$ cat src/rtl/mips_pkg.sv
// Shared MIPS decode definitions: opcodes, funct codes, ALU-op encoding and
// the bit layout of the 12-bit control bundle produced by the ID stage.
package mips_pkg;

  localparam logic [5:0] OP_RTYPE = 6'h00;
  localparam logic [5:0] OP_J     = 6'h02;
  localparam logic [5:0] OP_JAL   = 6'h03;
  localparam logic [5:0] OP_BEQ   = 6'h04;
  localparam logic [5:0] OP_BNE   = 6'h05;
  localparam logic [5:0] OP_ADDI  = 6'h08;
  localparam logic [5:0] OP_SLTI  = 6'h0A;
  localparam logic [5:0] OP_ANDI  = 6'h0C;
  localparam logic [5:0] OP_ORI   = 6'h0D;
  localparam logic [5:0] OP_LUI   = 6'h0F;
  localparam logic [5:0] OP_LW    = 6'h23;
  localparam logic [5:0] OP_SW    = 6'h2B;

  localparam logic [5:0] FN_SLL = 6'h00;
  localparam logic [5:0] FN_SRL = 6'h02;
  localparam logic [5:0] FN_JR  = 6'h08;
  localparam logic [5:0] FN_ADD = 6'h20;
  localparam logic [5:0] FN_SUB = 6'h22;
  localparam logic [5:0] FN_AND = 6'h24;
  localparam logic [5:0] FN_OR  = 6'h25;
  localparam logic [5:0] FN_SLT = 6'h2A;

  // alu_op[3:2] is the class carried in ctrl; jr owns class 2'b11 by itself.
  typedef enum logic [3:0] {
    ALU_ADD   = 4'b0000,
    ALU_SLT   = 4'b0001,
    ALU_SUB   = 4'b0100,
    ALU_AND   = 4'b0101,
    ALU_OR    = 4'b0110,
    ALU_LUI   = 4'b0111,
    ALU_FUNCT = 4'b1000,
    ALU_JR    = 4'b1100
  } alu_op_e;

  localparam int CTRL_W       = 12;
  localparam int C_REG_WRITE  = 0;
  localparam int C_MEM_READ   = 1;
  localparam int C_MEM_WRITE  = 2;
  localparam int C_MEM_TO_REG = 3;
  localparam int C_ALU_SRC    = 4;
  localparam int C_REG_DST    = 5;
  localparam int C_BRANCH     = 6;
  localparam int C_BRANCH_NE  = 7;
  localparam int C_JUMP       = 8;
  localparam int C_LINK       = 9;
  localparam int C_ALU_LO     = 10;
  localparam int C_ALU_HI     = 11;

  localparam logic [31:0] NOP = 32'h0000_0000;

endpackage

$ cat src/rtl/register_file.sv
// 2-read / 1-write register file with $0 hardwired to zero and a write-first
// bypass so a value written back this cycle is visible to this cycle's reads.
module register_file #(
  parameter int DATA_W   = 32,
  parameter int NUM_REGS = 32,
  localparam int AW      = $clog2(NUM_REGS)
) (
  input  logic              clk,
  input  logic              rst,
  input  logic              we_i,
  input  logic [AW-1:0]     waddr_i,
  input  logic [DATA_W-1:0] wdata_i,
  input  logic [AW-1:0]     raddr_a_i,
  input  logic [AW-1:0]     raddr_b_i,
  output logic [DATA_W-1:0] rdata_a_o,
  output logic [DATA_W-1:0] rdata_b_o
);

  logic [DATA_W-1:0] regs_q [NUM_REGS];

  always_ff @(posedge clk) begin
    if (rst) begin
      for (int i = 0; i < NUM_REGS; i++) regs_q[i] <= '0;
    end else if (we_i && waddr_i != '0) begin
      regs_q[waddr_i] <= wdata_i;
    end
  end

  always_comb begin
    rdata_a_o = regs_q[raddr_a_i];
    if (raddr_a_i == '0)                    rdata_a_o = '0;
    else if (we_i && waddr_i == raddr_a_i)  rdata_a_o = wdata_i;
  end

  always_comb begin
    rdata_b_o = regs_q[raddr_b_i];
    if (raddr_b_i == '0)                    rdata_b_o = '0;
    else if (we_i && waddr_i == raddr_b_i)  rdata_b_o = wdata_i;
  end

endmodule

$ cat src/rtl/instruction_decode.sv
// MIPS ID stage: IF/ID register, register file, control decode, immediate
// extension, load-use stall generation and the ID/EX output register.
module instruction_decode
  import mips_pkg::*;
#(
  parameter int          DATA_W    = 32,
  parameter int          NUM_REGS  = 32,
  parameter logic [31:0] NOP_INSTR = NOP
) (
  input  logic              clk,
  input  logic              rst,
  input  logic [31:0]       instr_in,
  input  logic [31:0]       pc_in,
  input  logic              flush,
  input  logic              wb_en,
  input  logic [4:0]        wb_addr,
  input  logic [DATA_W-1:0] wb_data,
  output logic              stall_fetch,
  output logic              id_valid,
  output logic [CTRL_W-1:0] ctrl,
  output logic [DATA_W-1:0] rs_data,
  output logic [DATA_W-1:0] rt_data,
  output logic [31:0]       imm_ext,
  output logic [4:0]        rs,
  output logic [4:0]        rt,
  output logic [4:0]        rd,
  output logic [4:0]        shamt,
  output logic [5:0]        funct,
  output logic [31:0]       pc_plus4,
  output logic [31:0]       jump_target,
  output logic              illegal_instr
);

  function automatic logic [31:0] imm_extend(input logic [5:0] op, input logic [15:0] imm);
    logic signed [15:0] simm;
    simm = imm;
    case (op)
      OP_ANDI, OP_ORI: return {16'h0000, imm};
      OP_LUI:          return {imm, 16'h0000};
      default:         return 32'(simm);
    endcase
  endfunction

  logic [31:0]       ifid_instr_q, ifid_pc_q;
  logic              ifid_valid_q;
  logic [DATA_W-1:0] rf_rs_data, rf_rt_data;
  logic [CTRL_W-1:0] ctrl_d;
  logic              illegal_d, uses_rt_d, load_use;
  logic [31:0]       pc_plus4_d;

  logic              id_valid_q, illegal_q;
  logic [CTRL_W-1:0] ctrl_q;
  logic [DATA_W-1:0] rs_data_q, rt_data_q;
  logic [31:0]       imm_q, pc_plus4_q, jump_target_q;
  logic [4:0]        rs_q, rt_q, rd_q, shamt_q;
  logic [5:0]        funct_q;

  wire [5:0] op_w = ifid_instr_q[31:26];
  wire [4:0] rs_w = ifid_instr_q[25:21];
  wire [4:0] rt_w = ifid_instr_q[20:16];
  wire [5:0] fn_w = ifid_instr_q[5:0];

  register_file #(.DATA_W(DATA_W), .NUM_REGS(NUM_REGS)) u_rf (
    .clk       (clk),
    .rst       (rst),
    .we_i      (wb_en),
    .waddr_i   (wb_addr),
    .wdata_i   (wb_data),
    .raddr_a_i (rs_w),
    .raddr_b_i (rt_w),
    .rdata_a_o (rf_rs_data),
    .rdata_b_o (rf_rt_data)
  );

  always_comb begin
    logic [9:0] flags;
    alu_op_e    alu;
    flags     = '0;
    alu       = ALU_ADD;
    illegal_d = 1'b0;
    case (op_w)
      OP_RTYPE: case (fn_w)
        FN_ADD, FN_SUB, FN_AND, FN_OR, FN_SLT, FN_SLL, FN_SRL: begin
          flags[C_REG_WRITE] = 1'b1; flags[C_REG_DST] = 1'b1; alu = ALU_FUNCT;
        end
        FN_JR:   begin flags[C_JUMP] = 1'b1; alu = ALU_JR; end
        default: illegal_d = 1'b1;
      endcase
      OP_LW:   begin
        flags[C_REG_WRITE] = 1'b1; flags[C_MEM_READ] = 1'b1;
        flags[C_MEM_TO_REG] = 1'b1; flags[C_ALU_SRC] = 1'b1;
      end
      OP_SW:   begin flags[C_MEM_WRITE] = 1'b1; flags[C_ALU_SRC] = 1'b1; end
      OP_BEQ:  begin flags[C_BRANCH] = 1'b1; alu = ALU_SUB; end
      OP_BNE:  begin flags[C_BRANCH] = 1'b1; flags[C_BRANCH_NE] = 1'b1; alu = ALU_SUB; end
      OP_ADDI: begin flags[C_REG_WRITE] = 1'b1; flags[C_ALU_SRC] = 1'b1; end
      OP_SLTI: begin flags[C_REG_WRITE] = 1'b1; flags[C_ALU_SRC] = 1'b1; alu = ALU_SLT; end
      OP_ANDI: begin flags[C_REG_WRITE] = 1'b1; flags[C_ALU_SRC] = 1'b1; alu = ALU_AND; end
      OP_ORI:  begin flags[C_REG_WRITE] = 1'b1; flags[C_ALU_SRC] = 1'b1; alu = ALU_OR; end
      OP_LUI:  begin flags[C_REG_WRITE] = 1'b1; flags[C_ALU_SRC] = 1'b1; alu = ALU_LUI; end
      OP_J:    flags[C_JUMP] = 1'b1;
      OP_JAL:  begin flags[C_JUMP] = 1'b1; flags[C_LINK] = 1'b1; flags[C_REG_WRITE] = 1'b1; end
      default: illegal_d = 1'b1;
    endcase
    ctrl_d = illegal_d ? '0 : {alu[3:2], flags};
  end

  assign uses_rt_d  = (op_w == OP_RTYPE) || (op_w == OP_BEQ) || (op_w == OP_BNE) || (op_w == OP_SW);
  assign pc_plus4_d = ifid_pc_q + 32'd4;

  // The load sitting in ID/EX cannot forward in time to the consumer in IF/ID.
  assign load_use = id_valid_q && ctrl_q[C_MEM_READ] && (rt_q != '0) && ifid_valid_q &&
                    ((rt_q == rs_w) || (uses_rt_d && rt_q == rt_w));
  assign stall_fetch = load_use && !flush && !rst;

  // IF/ID boundary
  always_ff @(posedge clk) begin
    if (rst || flush) begin
      ifid_instr_q <= NOP_INSTR;
      ifid_pc_q    <= '0;
      ifid_valid_q <= 1'b0;
    end else if (!stall_fetch) begin
      ifid_instr_q <= instr_in;
      ifid_pc_q    <= pc_in;
      ifid_valid_q <= 1'b1;
    end
  end

  // ID/EX boundary
  always_ff @(posedge clk) begin
    if (rst || flush || stall_fetch || !ifid_valid_q) begin
      id_valid_q    <= 1'b0;
      ctrl_q        <= '0;
      rs_data_q     <= '0;
      rt_data_q     <= '0;
      imm_q         <= '0;
      rs_q          <= '0;
      rt_q          <= '0;
      rd_q          <= '0;
      shamt_q       <= '0;
      funct_q       <= '0;
      pc_plus4_q    <= '0;
      jump_target_q <= '0;
      illegal_q     <= 1'b0;
    end else begin
      id_valid_q    <= 1'b1;
      ctrl_q        <= ctrl_d;
      rs_data_q     <= rf_rs_data;
      rt_data_q     <= rf_rt_data;
      imm_q         <= imm_extend(op_w, ifid_instr_q[15:0]);
      rs_q          <= rs_w;
      rt_q          <= rt_w;
      rd_q          <= ifid_instr_q[15:11];
      shamt_q       <= ifid_instr_q[10:6];
      funct_q       <= fn_w;
      pc_plus4_q    <= pc_plus4_d;
      jump_target_q <= {pc_plus4_d[31:28], ifid_instr_q[25:0], 2'b00};
      illegal_q     <= illegal_d;
    end
  end

  assign id_valid      = id_valid_q;
  assign ctrl          = ctrl_q;
  assign rs_data       = rs_data_q;
  assign rt_data       = rt_data_q;
  assign imm_ext       = imm_q;
  assign rs            = rs_q;
  assign rt            = rt_q;
  assign rd            = rd_q;
  assign shamt         = shamt_q;
  assign funct         = funct_q;
  assign pc_plus4      = pc_plus4_q;
  assign jump_target   = jump_target_q;
  assign illegal_instr = illegal_q;

endmodule

$ cat config.mk
export PLATFORM = sky130hd
export DESIGN_NAME = instruction_decode
export DESIGN_NICKNAME = d
export VERILOG_FILES = /design/src/rtl/mips_pkg.sv /design/src/rtl/register_file.sv /design/src/rtl/instruction_decode.sv
export SDC_FILE = /design/constraint.sdc
export NUM_CORES = 2
export LEC_CHECK = 0
export ABC_CLOCK_PERIOD_IN_PS = 6400
export CAP_MARGIN = 10
export CORE_UTILIZATION = 45
export DETAILED_ROUTE_END_ITERATION = 10
export SYNTH_ARGS = -nofsm -noshare
export SYNTH_HDL_FRONTEND = slang
export SYNTH_SLANG_ARGS = --single-unit
$ cat constraint.sdc
create_clock -name clk -period 6.4 [get_ports clk]
set_clock_uncertainty 0.2 [all_clocks]
set_input_delay 1.28 -clock clk [delete_from_list [all_inputs] [get_ports clk]]
set_output_delay 1.28 -clock clk [all_outputs]
set_load 0.05 [all_outputs]
# Word-level counts from Yosys, hierarchy flattened
# Memory sizes are Yosys's and may differ from the RTL's. A register that Yosys moved wholly into a read port is not among the register bits.
# Index checks and enable logic that the tools add are counted.
[totals]
ff_bits = 201
latchBits = 0
ramBits = 1024
rom_bits = 0
input_bits = 105
output_inout_bits = 201
word_cells = 100
memories = 1
[classes]
addsub = 1
multipliers = 0
n_div = 0
n_lt_le_gt_ge = 0
n_eq_ne = 20
shifts = 0
muxes = 24
n_bitwise = 1
reduce_logical = 37
[memory_table]
columns = ["name", "words", "word_bits", "read_ports", "rd_clocked_by_memory_dff", "write_ports", "line", "rtl"]
rows = [
  ["u_rf.regs_q", 32, 32, 2, 2, 32, "register_file.sv:19", "logic [DATA_W-1:0] regs_q [NUM_REGS];"],
]
[ops]
columns = ["operator", "count"]
rows = [
  ["32-bit case mux with 2 select lines", 1],
  ["6-bit == test, second input constant", 7],
  ["6-bit by 4-bit == test with 1-bit output, second input constant", 6],
  ["32-bit by 3-bit adder with 32-bit output, second input constant", 1],
  ["32-bit 2-to-1 mux", 1],
  ["32-bit OR reduction", 1],
  ["4-bit case mux with 6 select lines", 1],
  ["7-bit OR reduction", 3],
  ["6-bit by 2-bit == test with 1-bit output, second input constant", 3],
  ["1-bit 2-to-1 mux", 16],
  ["6-bit by 3-bit == test with 1-bit output, second input constant", 2],
  ["6-bit zero test", 2],
  ["2-bit OR reduction", 6],
  ["11-bit OR reduction", 1],
  ["5-bit == test", 2],
  ["5-bit zero test", 2],
  ["5-bit nonzero test", 2],
  ["1-bit logical AND", 8],
  ["4-bit case mux with 2 select lines", 1],
  ["8-bit OR reduction", 1],
  ["1-bit logical OR", 7],
  ["1-bit case mux with 2 select lines", 3],
  ["5-bit 2-to-1 mux", 1],
  ["1-bit zero test", 3],
  ["other kinds (2)", 2],
]

# Depth between registers and ports, before layout
[depth]
ltp_word = 12
mapped_depth = 10

# By module
# Synthesis repeated with hierarchy kept, for this count alone.
[unflattened]
hier_cells = 4693
hier_area_um2 = 63354.5
[by_module_without_submodules]
columns = ["mod", "n_inst", "cells_per_inst", "area_per_inst_um2", "seq_area_each_um2"]
rows = [
  ["register_file", 1, 3830, 55185.4, 30749.5],
  ["instruction_decode", 1, 863, 8169.1, 4644.5],
]

# Worst setup path after synthesis
# OpenSTA, ideal clock, no wires.
[synth_path]
path_type = "in2out"
start = "input rst"
end = "output stall_fetch"
arrival_time_ns = 2.508
path_slack_ns = 2.412
stages = 3
n_path_buf = 0
path_cell_list = "nor3b_2 o2111ai_2 a21oi_1"
[synth_between]
elab_chain_cells = 2
[synth_rtl]
columns = ["item", "line", "rtl"]
rows = [
  ["from (decl)", "instruction_decode.sv:11", "input logic rst,"],
  ["1-bit zero test", "instruction_decode.sv:114", "assign stall_fetch = load_use && !flush && !rst;"],
  ["1-bit logical AND", "instruction_decode.sv:114", ""],
  ["to (decl)", "instruction_decode.sv:18", "output logic stall_fetch,"],
]
# Every way passes these cells.

# Final worst setup path
[layout_path]
start = "input flush"
end = "output stall_fetch"
[layout_between]
elab_chain_cells = 3
[layout_rtl]
columns = ["item", "line", "rtl"]
rows = [
  ["from (decl)", "instruction_decode.sv:14", "input logic flush,"],
  ["1-bit zero test", "instruction_decode.sv:114", ""],
  ["1-bit logical AND (2 in series)", "instruction_decode.sv:114", ""],
]
# Every way passes these cells.

==> impl_results.md <==
- Status: completed
- Final min period: ~5000 ps
- Total CTS buffers: 140
- Commonest non-fill, non-tap cells in the layout: 1038 x and2_1, 1024 x edfxtp_1, 385 x mux2i_1
- Max incr delay on CP: approximately 900 ps
- Final hold violations: 0
- Antenna Nets Post-Route: 0
- RSZ-0062 raised after global routing: no
- Synth unique cells: 67
- Via Count: ~41000
- Worst Path Buf+Inv: 2
- Initial core utilization: between 40% and 50%
- Register area share after synthesis: between 50% and 60%
- Max-slew violation count: 0
- Fin Setup TNS: 0 ps
- Core area: between 0.1 and 0.15 mm²
- CTS clk-pin slew, worst paths: approximately 60 ps
- Synth Cell Area: around 0.063 mm²
- Top delay family on crit path: buffers and inverters
- Buffers added on ports: roughly 300
- Setup slack at placement: ~1400 ps
- Worst path required time: around 4900 ps
- CTS tree: yes
- Top cells by area, synth: edfxtp_1 49%, and2_1 10%, mux4_2 8.1%
- F_max: 201 MHz
- Cell Pwr Density: between 200 and 300 mW/mm²
- Commonest non-fill, non-tap cell in the layout: and2_1
- First drt pass iteration count: 8
- MaxCap Viol Count: 0
- Final WS setup: about 1400 ps
- CTS Buffer Depth: 3
- Vias/cell: around 6.0
- Wirelength per Cell: between 20 and 30 µm
- IO Pins: ~310
- Peak supply drop: 0.000176 V
- Residual DRC: 0
- Yosys reg bits: around 1300
- Ys flop type: edfxtp_1
- Startpoint class of the critical path: input pin
- Detail Placement HPWL: between 100 and 150 mm
- DIE WIDTH: approximately 380 µm
- P_leak: between 20 and 25 nW
- Crit path capture type: output port
- Final setup fails: 0
- Overall die height: ~380 µm
- GRT Overall Usage: roughly 28%
- Critical path depth: 5
- Synth-to-layout area growth: 14.2%
- First-pass GRT wire length: approximately 290 mm
- Layout cell share with drive strength beyond 1: between 15 and 20%
- EDFF count, synth: around 1000
- CP cell instances: clkdlybuf4s50_1, nor3b_2, o2111ai_2, a21oi_1, clkdlybuf4s50_1
- Sinks on Clock Net: between 1000 and 1500
- Rows: 136
- Hold WC Path Type: reg2reg
- CP max FO: 3
- Ys Warns: 0
- Hold Path Depth: 2
- DRT iter0 DRCs: a little over 4000
- WS Path Type: in2out
- CTS resizes: 0
- Critical Path AT: between 3000 and 4000 ps
- Crit-path most repeated cell: clkdlybuf4s50_1
- Number of setup buffers added after CTS: 0
- Largest net degree at the start of global routing: between 100 and 150
- Reg2Reg Depth: 7
- Grt ovf: 0
- Syn Area/Cell: ~13 µm²
- Routed WL: about 200 mm
- Vias in the first global route: around 41000
- Tcrit/Tclk final: ~78%
- Ys async rst share: 0%
- Slew @ Worst Pin: about 1200 ps
- Hold Slack: 250 ps
- Slowest cell on the critical path: clkdlybuf4s50_1
- DIE AREA: around 0.14 mm²
- Relative slew slack: between 15 and 20%
- Placer Congestion: around 0.9
- Gate Count Post-Synth: between 4000 and 5000
- Clock latency at the later pin of the worst-skew pair: between 700 and 800 ps
- Power Total: just under 0.02 W
- Cell taking the most area after synthesis: edfxtp_1
- Initial antenna violation count: 2
- Nets: roughly 5100
- Htree depth: 4
- Hold Buf Count CTS: 0
- Root Buffer: clkbuf_16
- Share of the synthesized area in the top cell type: about 49%
[where the power goes]
group | total [W] | internal, W | leakage [nW] | switching [W]
registers | 0.00946 | 0.00923 | 11.6 | 0.000233
logic | 0.00163 | 0.000632 | 9.95 | 0.000996
clock network | 0.00822 | 0.00476 | 2.26 | 0.00345
total | 0.0193 | 0.0146 | 23.8 | 0.00468
[layer usage]
layer  GRT usage (%)  vias to the layer above  routed length, µm
met1            37.7                    21300              83000
met2            45.0                     1716              94900
met5               0                        -                  0
met4            11.1                        0               7900
met3            4.73                      340              14000
li1                -                    18200                  -
[state kept, by name, summed over array words and instances, names as in the netlist]
register       count
ifid_instr_q      32
id_valid           1
u_rf.regs_q     1024
imm_ext           32
illegal_instr      1
rs_data           32
jump_target       26
ifid_pc_q         32
rt_data           32
pc_plus4          32
ifid_valid_q       1
ctrl              11
[kinds of logic after synthesis]
family / synth area share (%)
AOI/OAI and AO/OA: 6.79
xor gates and xnor gates: 0.657
adders and majority gates: 0.0200
buffers and inverters: 3.59
DFF: 56.5
muxes: 17.6
other: 0.00598
and+or+nand+nor: 14.8
[path summary, 6_finish.rpt]
path | start | to | slack [ps]
max | flush | stall_fetch | 1430
max reg2reg | ifid_instr_q[22] | rs_data[4] | 2390
min | ifid_pc_q[0] | ifid_pc_q[0] | 250
min reg2reg | ifid_pc_q[0] | ifid_pc_q[0] | 250
[Yosys cell counts, drive strengths merged (3+ instances only)]
| library cell | n |
|---|---|
| and2 | 1039 |
| buf | 173 |
| a22oi | 156 |
| and4 | 3 |
| nor2 | 114 |
| nand4 | 57 |
| nand2 | 265 |
| or2 | 33 |
| o2111ai | 16 |
| nand3 | 25 |
| or3 | 23 |
| or4 | 3 |
| dfxtp | 232 |
| mux2 | 190 |
| nor4 | 8 |
| nand3b | 8 |
| o21ai | 7 |
| a21oi | 153 |
| inv | 7 |
| nor3 | 21 |
| nand2b | 7 |
| a21o | 4 |
| a221oi | 30 |
| nor2b | 10 |
| xor2 | 24 |
| edfxtp | 1024 |
| and3 | 3 |
| xnor2 | 23 |
| o31ai | 3 |
| clkbuf | 333 |
| a211o | 32 |
| o22ai | 155 |
| a211oi | 65 |
| mux4 | 225 |
| mux2i | 385 |
| or3b | 4 |
[through the flow]
| stage | instance area (µm²) | cells | utilization (%) |
|---|---|---|---|
| after global placement | 66900 | 6607 | 48.6 |
| after floorplan | 62800 | 4911 | - |
| after CTS | 71600 | 6864 | 51.9 |
| final | 71600 | 6867 | 51.9 |
| after global routing | 71600 | 6866 | 51.9 |
| after detailed placement | 66900 | 6607 | 48.6 |
[worst min-delay path: stages, from the launching register on]
cell and delay [ps]:
dfxtp_1 300, nand2_1 50, a21oi_1 50
[final cells by class]
| class | count | area [µm²] |
|---|---|---|
| Antenna cell | 2 | 5.00 |
| Clock buffer | 187 | 3870 |
| Clock inverter | 70 | 743 |
| Fill cell | 11600 | 66300 |
| Inverter | 7 | 26.3 |
| Multi-Input combinational cell | 3142 | 25400 |
| Sequential cell | 1256 | 35400 |
| Tap cell | 1794 | 2240 |
| Timing Repair Buffer | 409 | 3840 |
Power figures use the tool's default switching activity.
